### src/rtl/dmem_pkg.sv
// dmem_pkg: encodings and helpers shared by the byte-serial load/store unit.
// The misalignment helper is only referenced when DMEM_CTRL_ALIGN_CHECK_EN is set.
package dmem_pkg;

  localparam logic [1:0] SIZE_B = 2'b00;
  localparam logic [1:0] SIZE_H = 2'b01;
  localparam logic [1:0] SIZE_W = 2'b10;

  typedef enum logic [1:0] {
    IDLE = 2'd0,
    XFER = 2'd1,
    WAIT = 2'd2,
    RESP = 2'd3
  } state_e;

  // index of the last byte lane touched; size 2'b11 behaves as a word
  function automatic logic [1:0] last_idx(input logic [1:0] size);
    logic [1:0] r;
    unique case (1'b1)
      size == SIZE_B: r = 2'd0;
      size == SIZE_H: r = 2'd1;
      default:        r = 2'd3;
    endcase
    return r;
  endfunction

  function automatic logic misaligned(
    input logic [1:0] size,
    input logic [1:0] lo
  );
    logic r;
    unique case (1'b1)
      size == SIZE_B: r = 1'b0;
      size == SIZE_H: r = lo[0];
      default:        r = (lo != 2'b00);
    endcase
    return r;
  endfunction

  function automatic logic [7:0] byte_sel(
    input logic [31:0] d,
    input logic [1:0]  k
  );
    return d[{k, 3'b000} +: 8];
  endfunction

endpackage

### src/rtl/dmem_load_ext.sv
// dmem_load_ext: sign/zero extension of assembled load lanes.
// Word loads pass through untouched regardless of the unsigned flag.
module dmem_load_ext
  import dmem_pkg::*;
(
  input  logic [31:0] i_lanes,
  input  logic [1:0]  i_size,
  input  logic        i_unsigned,
  output logic [31:0] o_data
);

  logic w_sb;
  logic w_sh;

  always_comb begin
    w_sb   = i_lanes[7] & ~i_unsigned;
    w_sh   = i_lanes[15] & ~i_unsigned;
    o_data = i_lanes;
    unique case (1'b1)
      i_size == SIZE_B: o_data = {{24{w_sb}}, i_lanes[7:0]};
      i_size == SIZE_H: o_data = {{16{w_sh}}, i_lanes[15:0]};
      default:          o_data = i_lanes;
    endcase
  end

endmodule

### src/rtl/dmem_ctrl.sv
// dmem_ctrl: serialises byte/half/word accesses onto a single-byte RAM port.
// Define DMEM_CTRL_ALIGN_CHECK_EN to reject misaligned half/word requests.
module dmem_ctrl
  import dmem_pkg::*;
#(
  parameter int ADDR_W = 6
) (
  input  logic              clk,
  input  logic              rst_n,
  input  logic              req_valid,
  output logic              req_ready,
  input  logic              req_write,
  input  logic [1:0]        req_size,
  input  logic              req_unsigned,
  input  logic [31:0]       req_addr,
  input  logic [31:0]       req_wdata,
  output logic              rsp_valid,
  output logic [31:0]       rsp_rdata,
  output logic              rsp_err,
  output logic [ADDR_W-1:0] mem_addr,
  output logic              mem_we,
  output logic [7:0]        mem_wdata,
  input  logic [7:0]        mem_rdata
);

  state_e            r_state;
  logic [ADDR_W-1:0] r_addr;
  logic [ADDR_W-1:0] r_mem_addr;
  logic [1:0]        r_size;
  logic [1:0]        r_last;
  logic [1:0]        r_k;
  logic              r_write;
  logic              r_uns;
  logic              r_mem_we;
  logic [7:0]        r_mem_wdata;
  logic [31:0]       r_wdata;
  logic [31:0]       r_lanes;
  logic              r_rsp_valid;
  logic              r_rsp_err;
  logic [31:0]       r_rsp_rdata;

  logic [1:0]        w_knext;
  logic [31:0]       w_lanes;
  logic [31:0]       w_ext;
  logic              w_mis;
  logic              w_unused;

  assign w_knext  = r_k + 2'd1;
  assign w_unused = ^req_addr[31:ADDR_W];

`ifdef DMEM_CTRL_ALIGN_CHECK_EN
  assign w_mis = misaligned(req_size, req_addr[1:0]);
`else
  assign w_mis = 1'b0;
`endif

  // final byte arrives during WAIT; merge it so RESP data is ready at once
  always_comb begin
    w_lanes = r_lanes;
    w_lanes[{r_last, 3'b000} +: 8] = mem_rdata;
  end

  dmem_load_ext u_ext (
    .i_lanes    (w_lanes),
    .i_size     (r_size),
    .i_unsigned (r_uns),
    .o_data     (w_ext)
  );

  always_ff @(posedge clk or negedge rst_n) begin
    if (!rst_n) begin
      r_state     <= IDLE;
      r_addr      <= '0;
      r_size      <= SIZE_B;
      r_last      <= 2'd0;
      r_k         <= 2'd0;
      r_write     <= 1'b0;
      r_uns       <= 1'b0;
      r_wdata     <= '0;
      r_lanes     <= '0;
      r_mem_addr  <= '0;
      r_mem_we    <= 1'b0;
      r_mem_wdata <= '0;
      r_rsp_valid <= 1'b0;
      r_rsp_err   <= 1'b0;
      r_rsp_rdata <= '0;
    end else begin
      r_rsp_valid <= 1'b0;
      r_rsp_err   <= 1'b0;
      unique case (r_state)
        IDLE: begin
          if (req_valid) begin
            r_addr  <= req_addr[ADDR_W-1:0];
            r_size  <= req_size;
            r_last  <= last_idx(req_size);
            r_write <= req_write;
            r_uns   <= req_unsigned;
            r_wdata <= req_wdata;
            r_lanes <= '0;
            r_k     <= 2'd0;
            if (w_mis) begin
              r_state     <= RESP;
              r_rsp_valid <= 1'b1;
              r_rsp_err   <= 1'b1;
              r_rsp_rdata <= '0;
            end else begin
              r_state     <= XFER;
              r_mem_addr  <= req_addr[ADDR_W-1:0];
              r_mem_we    <= req_write;
              r_mem_wdata <= req_wdata[7:0];
            end
          end
        end
        XFER: begin
          if (r_k != 2'd0 && !r_write) begin
            r_lanes[{r_k - 2'd1, 3'b000} +: 8] <= mem_rdata;
          end
          if (r_k == r_last) begin
            r_mem_we <= 1'b0;
            if (r_write) begin
              r_state     <= RESP;
              r_rsp_valid <= 1'b1;
            end else begin
              r_state <= WAIT;
            end
          end else begin
            r_k         <= w_knext;
            r_mem_addr  <= r_addr + ADDR_W'(w_knext);
            r_mem_wdata <= byte_sel(r_wdata, w_knext);
          end
        end
        WAIT: begin
          r_lanes     <= w_lanes;
          r_rsp_rdata <= w_ext;
          r_rsp_valid <= 1'b1;
          r_state     <= RESP;
        end
        RESP: begin
          r_state <= IDLE;
        end
        default: begin
          r_state <= IDLE;
        end
      endcase
    end
  end

  assign req_ready = (r_state == IDLE);
  assign rsp_valid = r_rsp_valid;
  assign rsp_rdata = r_rsp_rdata;
  assign rsp_err   = r_rsp_err;
  assign mem_addr  = r_mem_addr;
  assign mem_we    = r_mem_we;
  assign mem_wdata = r_mem_wdata;

endmodule

### config.mk
export PLATFORM = sky130hd
export DESIGN_NAME = dmem_ctrl
export DESIGN_NICKNAME = d
export VERILOG_FILES = /design/src/rtl/dmem_pkg.sv /design/src/rtl/dmem_load_ext.sv /design/src/rtl/dmem_ctrl.sv
export SDC_FILE = /design/constraint.sdc
export NUM_CORES = 1
export LEC_CHECK = 0
export CAP_MARGIN = 20
export CORE_ASPECT_RATIO = 1.25
export CORE_UTILIZATION = 47
export CTS_CLUSTER_DIAMETER = 150
export DETAILED_ROUTE_END_ITERATION = 12
export PLACE_DENSITY = 0.74
export SLEW_MARGIN = 25
export SYNTH_ARGS = -nofsm -noshare
export SYNTH_HDL_FRONTEND = slang
export SYNTH_SLANG_ARGS = --single-unit
export TNS_END_PERCENT = 30
### constraint.sdc
create_clock -name clk -period 5.9 [get_ports clk]
set_input_delay 1.18 -clock clk [delete_from_list [all_inputs] [get_ports clk]]
set_output_delay 1.18 -clock clk [all_outputs]
set_load 0.05 [all_outputs]
==> reports/results.ini <==
[outcome]
status = finished, final reports clean

[placed_design]
dp_hpwl_um = 10400
place_congestion = 0.794
io_buffers = 101

[clock_network]
clk_pin_slew_worst_paths_ns = 0.05
cts_buffers = 17
cts_tree = yes
clock_latency_ns = 0.41
ctsHoldBuffers = 0
cts_sinks = 128
clk_path_buf_depth = 2
cts_setup_buffers = 0
post_cts_resized = 0
cts_root_buf = clkbuf_16
cts_htree_levels = 4

[cells_and_area]
drive_gt1_frac = 0.128
layout.nets = 771
final_common_cell = dfrtp_1
mostFrequentLayoutCells = dfrtp_1 (128), clkdlybuf4s50_1 (100), a21oi_1 (70)
post-route-util = 0.606
area_growth_pct = 25.6
n_antenna_cell = 0

[logic_synthesis]
synth_top_area_frac = 0.502
synth_nets = 690
yosysTopAreaCell = dfrtp_1
synth-seq-cells = 128
syn_area_um2 = 6380
synth-async-reset-ratio = 1.00
synth.area.top_cells = dfrtp_1 (50%), mux2_2 (7.4%), a21oi_1 (5.5%)
avgSynthCellArea_um2 = 10.8
synth_cell_types = 59
synth_warnings = 0
synth_edf_count = 0
postSynthCellCount = 593
synth-seq-area-share = 0.502
synth_flop_cell = dfrtp_1

[worst_setup_path]
worstSetupEndpointType = primary output
worstSetupStartpointType = flop
critPathSlowestCell = clkdlybuf4s50_1
criticalPathCategory = reg2out
crit_required_ns = 4.72
path_depth = 3
cpPeakStageDelay_ns = 0.88
critical_path_buf_inv_count = 2
cp.arrival_ns = 2.22
cp_max_fo = 9
reg2reg_depth = 8
cp_cell_sequence = inv_1 > ha_1 > clkdlybuf4s50_1
path_delay_family = buffers and inverters

[floorplanning]
ios = 129
die_y_um = 132
core_um2 = 13200
rows = 47
die-area_um2 = 14100
die_w_um = 106
initial_core_util = 0.482

[global_route]
grt_max_degree = 76
grt_pass1_vias = 5164
antenna_found_initial = 0
grt_pass1_wl_um = 25200
gr-total-overflow = 0
gr-usage-all-layers = 0.229

[job]
maxCapViolations = 0

[sta]
setup_violations = 0
slew_viol_final = 0
tightest_slew_ns = 0.895
timing.fmax_ghz = 0.294
fin_setup_tns_ns = 0
skew_ns = 0.00501
rsz0062_at_grt = no
post-route-min-period_ns = 3.40
slew_headroom = 0.403
finalHoldViolations = 0
fin_crit_sh = 0.577

[worst_hold_path]
whs_path_depth = 1
worstHoldPathType = reg2reg

[routing]
viasPerCell = 5.68
drcViolationCount = 0
wl_um = 15300
drt.antenna.violating_nets = 0
drt_iter0_markers = 190
vias = 4870
wire_per_inst_um = 17.8
firstDrtPassIters = 7

[power]
ir_drop_mv = 0.432
p_leak_nw = 3.46
power.density_nw_per_um2 = 598

cell families after synthesis:
group | after synthesis | synth area share
AOI/OAI and AO/OA | 168 | 0.181
xor gates and xnor gates | 4 | 0.00549
adders and majority gates | 18 | 0.0365
buffers and inverters | 70 | 0.0480
DFF | 128 | 0.502
muxes | 67 | 0.114
other | 1 | 0.000588
and+or+nand+nor | 137 | 0.112
per-stage QoR:
stage                     hold WS [ns]  power [mW]  worst slack (ns)  std cells  area (µm²)
after floorplan                  0.462        3.13              3.58        593        6380
after global placement           0.474        3.71              2.42        826        7430
after detailed placement         0.484        3.79              2.38        826        7440
after CTS                        0.502        4.82              2.53        858        8010
after global routing             0.521        5.07              2.39        858        8020
final                            0.496        4.79              2.50        858        8020
power by group:
| group | internal, mW | switching [mW] |
|---|---|---|
| Sequential | 1.21 | 0.226 |
| Clock | 0.628 | 0.374 |
| Combinational | 0.898 | 1.45 |
| Total | 2.74 | 2.05 |
cell type report:
type,count,area (µm²)
multi-input combinational,395,2890
sequential,128,3200
inverter,27,101
tap,171,214
timing repair buffer,105,1040
clock inverter,11,115
clock buffer,21,450
fill,1116,5210
synthesized netlist by cell type, types with 7 or more instances:
cell type    n
nand2_1     29
o221ai_1    30
a22o_1      17
inv_1       26
buf_2        7
clkbuf_2     7
o22ai_1     11
mux2i_1     22
ha_1        17
dfrtp_1    128
nor2b_1     37
a21oi_1     70
clkbuf_1    20
a22oi_1      7
nor2_1      41
mux2_2      42
a211o_1      9
flip-flops by register name (all words and copies together) (netlist names), 2 cells and up:
name	cells
r_lanes	32
r_state	2
rsp_rdata	32
r_last	2
r_size	2
r_k	2
r_addr	6
r_wdata	32
mem_wdata	8
mem_addr	6
final timing paths:
check / start / endpoint / slack (ns)
max: r_state[0] / req_ready / 2.50
min: mem_addr[2] / mem_addr[2] / 0.50
min in group asynchronous: rst_n / rsp_rdata[10] / 0.78
max in group asynchronous: rst_n / r_wdata[25] / 3.96
min reg2reg: mem_addr[2] / mem_addr[2] / 0.50
max reg2reg: r_k[0] / mem_addr[3] / 2.92
layer usage:
metal  global-route usage  wire [µm]  up-vias  share of wire
li1                     -          -     2293              -
met1                0.275       6250     2417           0.41
met2                0.400       8030      141           0.53
met3               0.0549        837       19          0.055
met4               0.0733        145        0         0.0095
met5                    0          0        -              0
No activity file was read; power rests on OpenSTA's default activity.
